$ cat src/rtl/com_tracker.sv
// Centroid tracker: EMA-smoothed position, per-update delta, outlier gate and
// lock/loss supervision fed by one centroid pulse per frame.
module com_tracker #(
   parameter int ALPHA_SHIFT = 2,
   parameter int JUMP_THRESH = 200,
   parameter int LOST_FRAMES = 8
) (
   input  logic        clk_in,
   input  logic        rst_in,
   input  logic [10:0] x_in,
   input  logic [9:0]  y_in,
   input  logic        valid_in,
   input  logic        frame_done_in,
   output logic [10:0] x_out,
   output logic [9:0]  y_out,
   output logic [11:0] dx_out,
   output logic [10:0] dy_out,
   output logic        valid_out,
   output logic        locked_out,
   output logic        lost_out
);
   localparam int AXW = 11 + ALPHA_SHIFT;
   localparam int AYW = 10 + ALPHA_SHIFT;
   localparam logic [11:0] THRESH = 12'(JUMP_THRESH);
   localparam logic [7:0]  LOST_N = 8'(LOST_FRAMES);

   typedef enum logic [0:0] {ST_SEARCH = 1'b0, ST_TRACK = 1'b1} state_t;

   function automatic logic [11:0] abs12(input logic [11:0] v);
      abs12 = v[11] ? (12'd0 - v) : v;
   endfunction

   logic [1:0]     rst_sync_r;
   logic           rst_n_s;
   state_t         state_r, state_nx_s;
   logic           s1_valid_r, s1_seed_r, s1_accept_r;
   logic [10:0]    s1_x_r;
   logic [9:0]     s1_y_r;
   logic [AXW-1:0] acc_x_r, acc_x_nx_s;
   logic [AYW-1:0] acc_y_r, acc_y_nx_s;
   logic [10:0]    x_r, x_new_s;
   logic [9:0]     y_r, y_new_s;
   logic [11:0]    dx_r, dx_in_s;
   logic [10:0]    dy_r, dy_in_s;
   logic           valid_r, locked_r, lost_r;
   logic [7:0]     miss_r, miss_inc_s;
   logic           got_r;
   logic           gate_ok_s, take_s, seed_now_s, accept_now_s;
   logic           frame_end_s, credited_s, lose_s;
   logic           seed_s, update_s, valid_nx_s, locked_nx_s;

   assign x_out      = x_r;
   assign y_out      = y_r;
   assign dx_out     = dx_r;
   assign dy_out     = dy_r;
   assign valid_out  = valid_r;
   assign locked_out = locked_r;
   assign lost_out   = lost_r;

   // Reset synchronizer: asserts immediately, releases on the second clock edge.
   always_ff @(posedge clk_in or negedge rst_in) begin
      if (!rst_in) rst_sync_r <= 2'b00;
      else         rst_sync_r <= {rst_sync_r[0], 1'b1};
   end
   assign rst_n_s = rst_sync_r[1];

   // Stage-1 admission, outlier gate and frame-credit decisions.
   always_comb begin
      dx_in_s      = {1'b0, x_in} - {1'b0, x_r};
      dy_in_s      = {1'b0, y_in} - {1'b0, y_r};
      gate_ok_s    = (abs12(dx_in_s) <= THRESH) && (abs12({dy_in_s[10], dy_in_s}) <= THRESH);
      take_s       = valid_in && !s1_valid_r;
      seed_now_s   = take_s && (state_r == ST_SEARCH);
      accept_now_s = take_s && (state_r == ST_TRACK) && gate_ok_s;
      frame_end_s  = frame_done_in && (state_r == ST_TRACK);
      credited_s   = got_r || accept_now_s;
      miss_inc_s   = miss_r + 8'd1;
      lose_s       = frame_end_s && !credited_s && (miss_inc_s == LOST_N);
   end

   // Stage-2 EMA arithmetic; the accumulator cannot exceed the max input << ALPHA_SHIFT.
   always_comb begin
      acc_x_nx_s = acc_x_r - (acc_x_r >> ALPHA_SHIFT) + AXW'(s1_x_r);
      acc_y_nx_s = acc_y_r - (acc_y_r >> ALPHA_SHIFT) + AYW'(s1_y_r);
      x_new_s    = acc_x_nx_s[ALPHA_SHIFT +: 11];
      y_new_s    = acc_y_nx_s[ALPHA_SHIFT +: 10];
   end

   // Tracker state register.
   always_ff @(posedge clk_in or negedge rst_n_s) begin
      if (!rst_n_s) state_r <= ST_SEARCH;
      else          state_r <= state_nx_s;
   end

   // Next-state: a seed locks, a lost-frame limit drops back to search.
   always_comb begin
      state_nx_s = state_r;
      case (state_r)
         ST_SEARCH: begin
            if (seed_s) state_nx_s = ST_TRACK;
            else        state_nx_s = ST_SEARCH;
         end
         ST_TRACK: begin
            if (lose_s) state_nx_s = ST_SEARCH;
            else        state_nx_s = ST_TRACK;
         end
         default: state_nx_s = ST_SEARCH;
      endcase
   end

   // Output decode for the stage-2 update.
   always_comb begin
      seed_s      = s1_valid_r && s1_seed_r;
      update_s    = s1_valid_r && s1_accept_r;
      valid_nx_s  = seed_s || update_s;
      locked_nx_s = (state_nx_s == ST_TRACK);
   end

   // Stage-1 sample register.
   always_ff @(posedge clk_in or negedge rst_n_s) begin
      if (!rst_n_s) begin
         s1_valid_r  <= 1'b0;
         s1_seed_r   <= 1'b0;
         s1_accept_r <= 1'b0;
         s1_x_r      <= 11'd0;
         s1_y_r      <= 10'd0;
      end else begin
         s1_valid_r <= take_s;
         if (take_s) begin
            s1_seed_r   <= seed_now_s;
            s1_accept_r <= accept_now_s;
            s1_x_r      <= x_in;
            s1_y_r      <= y_in;
         end
      end
   end

   // Miss counter: a sample taken in the frame-done cycle credits the ending frame.
   always_ff @(posedge clk_in or negedge rst_n_s) begin
      if (!rst_n_s) begin
         miss_r <= 8'd0;
         got_r  <= 1'b0;
      end else if (state_r != ST_TRACK) begin
         miss_r <= 8'd0;
         got_r  <= 1'b0;
      end else if (frame_end_s) begin
         got_r  <= 1'b0;
         miss_r <= (credited_s || lose_s) ? 8'd0 : miss_inc_s;
      end else if (accept_now_s) begin
         got_r <= 1'b1;
      end
   end

   // Accumulators and registered outputs.
   always_ff @(posedge clk_in or negedge rst_n_s) begin
      if (!rst_n_s) begin
         acc_x_r  <= '0;
         acc_y_r  <= '0;
         x_r      <= 11'd0;
         y_r      <= 10'd0;
         dx_r     <= 12'd0;
         dy_r     <= 11'd0;
         valid_r  <= 1'b0;
         locked_r <= 1'b0;
         lost_r   <= 1'b0;
      end else begin
         if (seed_s) begin
            acc_x_r <= AXW'(s1_x_r) << ALPHA_SHIFT;
            acc_y_r <= AYW'(s1_y_r) << ALPHA_SHIFT;
            x_r     <= s1_x_r;
            y_r     <= s1_y_r;
            dx_r    <= 12'd0;
            dy_r    <= 11'd0;
         end else if (update_s) begin
            acc_x_r <= acc_x_nx_s;
            acc_y_r <= acc_y_nx_s;
            x_r     <= x_new_s;
            y_r     <= y_new_s;
            dx_r    <= {1'b0, x_new_s} - {1'b0, x_r};
            dy_r    <= {1'b0, y_new_s} - {1'b0, y_r};
         end
         valid_r  <= valid_nx_s;
         locked_r <= locked_nx_s;
         lost_r   <= lose_s;
      end
   end
endmodule

$ cat config.mk
export PLATFORM = sky130hd
export DESIGN_NAME = com_tracker
export DESIGN_NICKNAME = d
export VERILOG_FILES = /design/src/rtl/com_tracker.sv
export SDC_FILE = /design/constraint.sdc
export NUM_CORES = 1
export LEC_CHECK = 0
export CAP_MARGIN = 10
export CORE_MARGIN = 2
export CORE_UTILIZATION = 42
export CTS_CLUSTER_SIZE = 30
export DETAILED_ROUTE_END_ITERATION = 10
export PLACE_DENSITY_LB_ADDON = 0.08
export REMOVE_ABC_BUFFERS = 1
export SYNTH_ARGS = -nofsm -noshare
export SYNTH_HDL_FRONTEND = slang
export SYNTH_SLANG_ARGS = --single-unit
export TNS_END_PERCENT = 5
$ cat constraint.sdc
create_clock -name clk_in -period 5.9 [get_ports clk_in]
set_input_delay 1.18 -clock clk_in [delete_from_list [all_inputs] [get_ports clk_in]]
set_output_delay 1.18 -clock clk_in [all_outputs]
set_load 0.1 [all_outputs]
=== Yosys cells after proc, flatten, opt, wreduce, memory -nomap -nowiden ===
Cells that the tools add are included.

* Muxes and demuxes: 23
* Equality and inequality tests: 3
* Bitwise logic cells: 1
* $lt $le $gt $ge: 2
* Add/sub/neg operators: 11
* Reductions and logical operators: 16

{| class="wikitable"
|+ Operator list
! kind !! count
|-
| 12-bit two-way mux || 6
|-
| 11-bit two-way mux || 4
|-
| 13-bit two-way mux || 2
|-
| 12-bit by 8-bit less-or-equal comparator with 1-bit output (second input constant) || 2
|-
| 8-bit two-way mux || 3
|-
| 11-bit by 11-bit subtractor with 12-bit output || 2
|-
| 10-bit by 10-bit subtractor with 11-bit output || 2
|-
| 10-bit two-way mux || 2
|-
| 13-bit by 11-bit adder with 13-bit output || 1
|-
| 13-bit by 11-bit subtractor with 13-bit output || 1
|-
| 12-bit by 10-bit adder with 12-bit output || 1
|-
| 1-bit by 11-bit subtractor with 12-bit output (first input constant) || 1
|-
| 1-bit by 12-bit subtractor with 12-bit output (first input constant) || 1
|-
| 12-bit by 10-bit subtractor with 12-bit output || 1
|-
| 1-bit logical AND || 10
|-
| 8-bit by 1-bit adder with 8-bit output (second input constant) || 1
|-
| 8-bit by 4-bit == test with 1-bit output (second input constant) || 1
|-
| 1-bit two-way mux || 5
|-
| 1-bit logical OR || 3
|-
| 3-bit by 1-bit != test with 1-bit output (second input constant) || 1
|-
| 1-bit zero test || 2
|-
| 2-bit by 1-bit != test with 1-bit output (second input constant) || 1
|-
| 1-bit case mux with 2 select lines || 1
|-
| 2-bit nonzero test || 1
|-
| 1-bit NOT || 1
|}

* Flip-flop bits (word level): 107
* Bits of input ports: 25
* Logic and storage cells: 73

=== Depth between registers and ports, before layout ===
* Depth in word-level cells: 14
* Depth in mapped cells: 20
* Mapped depth without buffers: 20

=== Least setup slack after synthesis ===
No wires, ideal clock.

* Kind: register to register
* Start: register acc_x_r[3]
* End: register dx_r[10], in the netlist dx_out[10]
* Arrival time: 3.955 ns
* Library setup time: 0.123 ns
* Cell stages (with the launch flop): 19
* Period minus slack after synthesis: 4.078 ns
* Setup slack: 1.822 ns
* Cells stage by stage: dfrtp_1 fa_1 inv_1 fa_1 a21o_1 a21oi_1 o21bai_1 a21oi_1 nor2b_1 o21a_1 nor2_1 xnor2_1 ha_1 a21boi_0 o21ai_0 a21oi_1 o21a_1 or3_1 a32o_1

* Word-level cells in the longest chain between the ends: 5

{| class="wikitable"
|+ RTL lines
! element !! RTL line !! source
|-
| start, declared || 39 || <nowiki>logic [AXW-1:0] acc_x_r, acc_x_nx_s;</nowiki>
|-
| start signal, assigned || 168 || <nowiki>acc_x_r <= AXW'(s1_x_r) << ALPHA_SHIFT;</nowiki>
|-
| start signal, assigned || 175 || <nowiki>acc_x_r <= acc_x_nx_s;</nowiki>
|-
| 13-bit by 11-bit subtractor with 13-bit output || 83 || <nowiki>acc_x_nx_s = acc_x_r - (acc_x_r >> ALPHA_SHIFT) + AXW'(s1_x_r);</nowiki>
|-
| 13-bit by 11-bit adder with 13-bit output || 83 ||
|-
| 11-bit by 11-bit subtractor with 12-bit output || 179 || <nowiki>dx_r <= {1'b0, x_new_s} - {1'b0, x_r};</nowiki>
|-
| 12-bit two-way mux || 174 || <nowiki>end else if (update_s) begin</nowiki>
|-
| 12-bit two-way mux || 167 || <nowiki>if (seed_s) begin</nowiki>
|-
| end signal, assigned || 179 ||
|-
| end, declared || 43 || <nowiki>logic [11:0] dx_r, dx_in_s;</nowiki>
|}

No other way between the ends. The select of a mux whose other input is x is not followed.
A chain may end at the register's enable or synchronous reset.

=== Worst setup path after layout ===
Ends and elaborated chain as after synthesis.

==> reports/qor.csv <==
metric;value;unit
outcome;finished clean;
grt_usage;0.2133;
rrSetupSlack;1310;ps
startpoint;acc_x_r[3];
max_slew.worst_pin.slew;1098;ps
viasPerCell;5.644;
overflow;0;
io_buffers;71;
antenna_cells;0;
wirelength_met1;9625;um
path_class;flip-flop to flip-flop;
clk_latency;350;ps
synth_cells;877;
cts_max_level;3;
dr.first_iter.drc_count;392;
antenna_found_initial;0;
drtPass1Iterations;5;
r2r-start;acc_x_r[3];
hold_violations;0;
areaGrowthSynthToFinish;14.14;%
vias;6479;
synth_async_sr_flop_share;1.000;
die-width;138.4;um
totalWireLength;19940;um
worstPathArrival;4830;ps
regArea;0.002156;mm2
cp-end-kind;flip-flop;
drv_cap;0;
ant_nets;0;
synthesis.area;0.007584;mm2
start_util;0.4251;
tritoncts;done;
cts_resized;0;
mostFrequentLayoutCell;inv_1;
synthFlopType;dfrtp_1;
max_freq;217.8;MHz
fin_nets;1033;
synth_edf_count;0;
dp_hpwl;15170;um
fill_cells;1724;
multiInputGateArea;0.004676;mm2
yosysUniqueCellTypes;82;
ys_ff_latch;86;
setup_viol;0;
cts_setup_buffers;0;
fin_crit_sh;0.7783;
wl_per_cell;17.37;um
relSlewSlack;0.2653;
mostFrequentLayoutCells;123 x inv_1, 85 x dfrtp_1, 80 x nand2_1;
die_h;138.4;um
rsz0062_at_grt;no;
syn_area_per_cell;8.647;um2
top_layer;met4;
pin_count;72;
tns;0;ps
clockBufferDepth;2;
hold_path_class;flip-flop to async pin;
route.met3.wl;909;um
cts_buffers;9;
r2r_cells;17;
placementRows;49;
maxSlewViolCount;0;
finalCriticalPeriod;4592;ps
yosysSeqAreaShare;0.2838;
hold_buffers;0;
dieArea;0.01915;mm2
gp_congestion;0.8756;
core;0.01784;mm2
skew;7.186;ps
cp_max_fo;4;
drc;0;
clockRootBuffer;clkbuf_16;
grt_pass1_vias;6492;
drive_above_1_share;0.04461;
cts.sinks;86;
crit_required;6140;ps
worstReg2RegEnd;dx_out[10];
ys.warnings.count;0;
grt_max_degree;54;
grt_pass1_wl;33110;um
met2_length;9089;um
start_kind;flip-flop;
path_clk_slew;70;ps
==> worst max-delay path by stage <==
| stage | end | cells past startpoint |
|---|---|---|
| finish | dx_out[10] | 17 |
| global route | miss_r[4] | 15 |
| CTS | dx_out[10] | 17 |
| detailed placement | miss_r[5] | 15 |
| global placement | miss_r[4] | 15 |
| floorplan | dx_out[10] | 19 |
==> synth_stat cells (5+ instances only) <==
cell type  number  area share
clkbuf_1       21       0.010
a211o_1         5      0.0058
nand2_1        80       0.040
a21o_1         11       0.011
o22ai_1        11      0.0091
o21ai_0        63       0.042
xnor2_1        32       0.037
a21boi_0        7      0.0069
buf_4          21       0.021
xor2_1          9       0.010
nor2b_1        15       0.012
or3_1          10      0.0082
nor3b_1         5      0.0050
nor3_1          9      0.0059
a31oi_1         5      0.0041
nor2_1         40       0.020
inv_1         123       0.061
o211ai_1        8      0.0079
o21bai_1        7      0.0069
dfrtp_1        86        0.28
a221o_1         5      0.0066
o21ai_1         7      0.0046
a22oi_1        10      0.0099
o31ai_1        13       0.013
a21oi_1        36       0.024
o21a_1         16       0.016
o41ai_1         5      0.0058
nand2b_1        7      0.0058
fa_1           25       0.066
ha_1           69        0.11
and3_1         20       0.016
==> layer usage <==
layer / vias up / global-route usage
met4: 0 / 0.05854
met5: - / 0
met1: 3168 / 0.2985
met2: 165 / 0.3478
met3: 22 / 0.02944
li1: 3124 / -
==> critical path: stages, from the launching register on <==
cell and delay [ps]:
dfrtp_1 470, fa_1 550, inv_1 60, fa_1 460
a21o_1 180, a21oi_1 220, xnor2_1 190, ha_1 310
nor2b_1 140, o21ai_0 230, a21boi_0 170, o21ai_0 240
a21boi_0 150, o21ai_0 230, a21oi_1 130, o21a_1 190
or3_1 310, a32o_1 260
==> sequential cells by signal, indices dropped and copies added, names as in the netlist, 2 cells and up <==
name	flops
dx_out	12
acc_x_r	13
s1_y_r	10
s1_x_r	11
rst_sync_r	2
dy_out	11
acc_y_r	12
miss_r	8
==> logic make-up after synthesis <==
kind of cell               share of synthesized area
AOI/OAI and AO/OA                             0.2232
DFF                                           0.2838
other                                      0.0004945
xor gates and xnor gates                     0.04950
and+or+nand+nor                               0.1562
adders and majority gates                     0.1798
muxes                                       0.006765
buffers and inverters                         0.1001
==> cell type report <==
cell class / count / share of cell area
clock buffer: 9 / 0.02602
clock inverter: 7 / 0.01185
inverter: 125 / 0.05421
multi-input combinational: 617 / 0.5402
sequential: 86 / 0.2491
tap: 229 / 0.03310
timing repair buffer: 75 / 0.08557
==> stage by stage <==
step                  util  worst slack (ps)  hold WS [ps]  instance area, um2  instances
finish              0.4852              1308         294.8                8656       1148
global route        0.4852             984.2         338.3                8656       1148
CTS                 0.4852              1301         315.0                8656       1148
detailed placement  0.4668              1033         306.9                8328       1132
global placement    0.4668              1087         295.8                8328       1132
floorplan                -              1193         331.2                7293        828
Power is left out: the tool's default activity adds up to more than one toggle a clock period on the data nets, which glitch-free logic cannot reach.
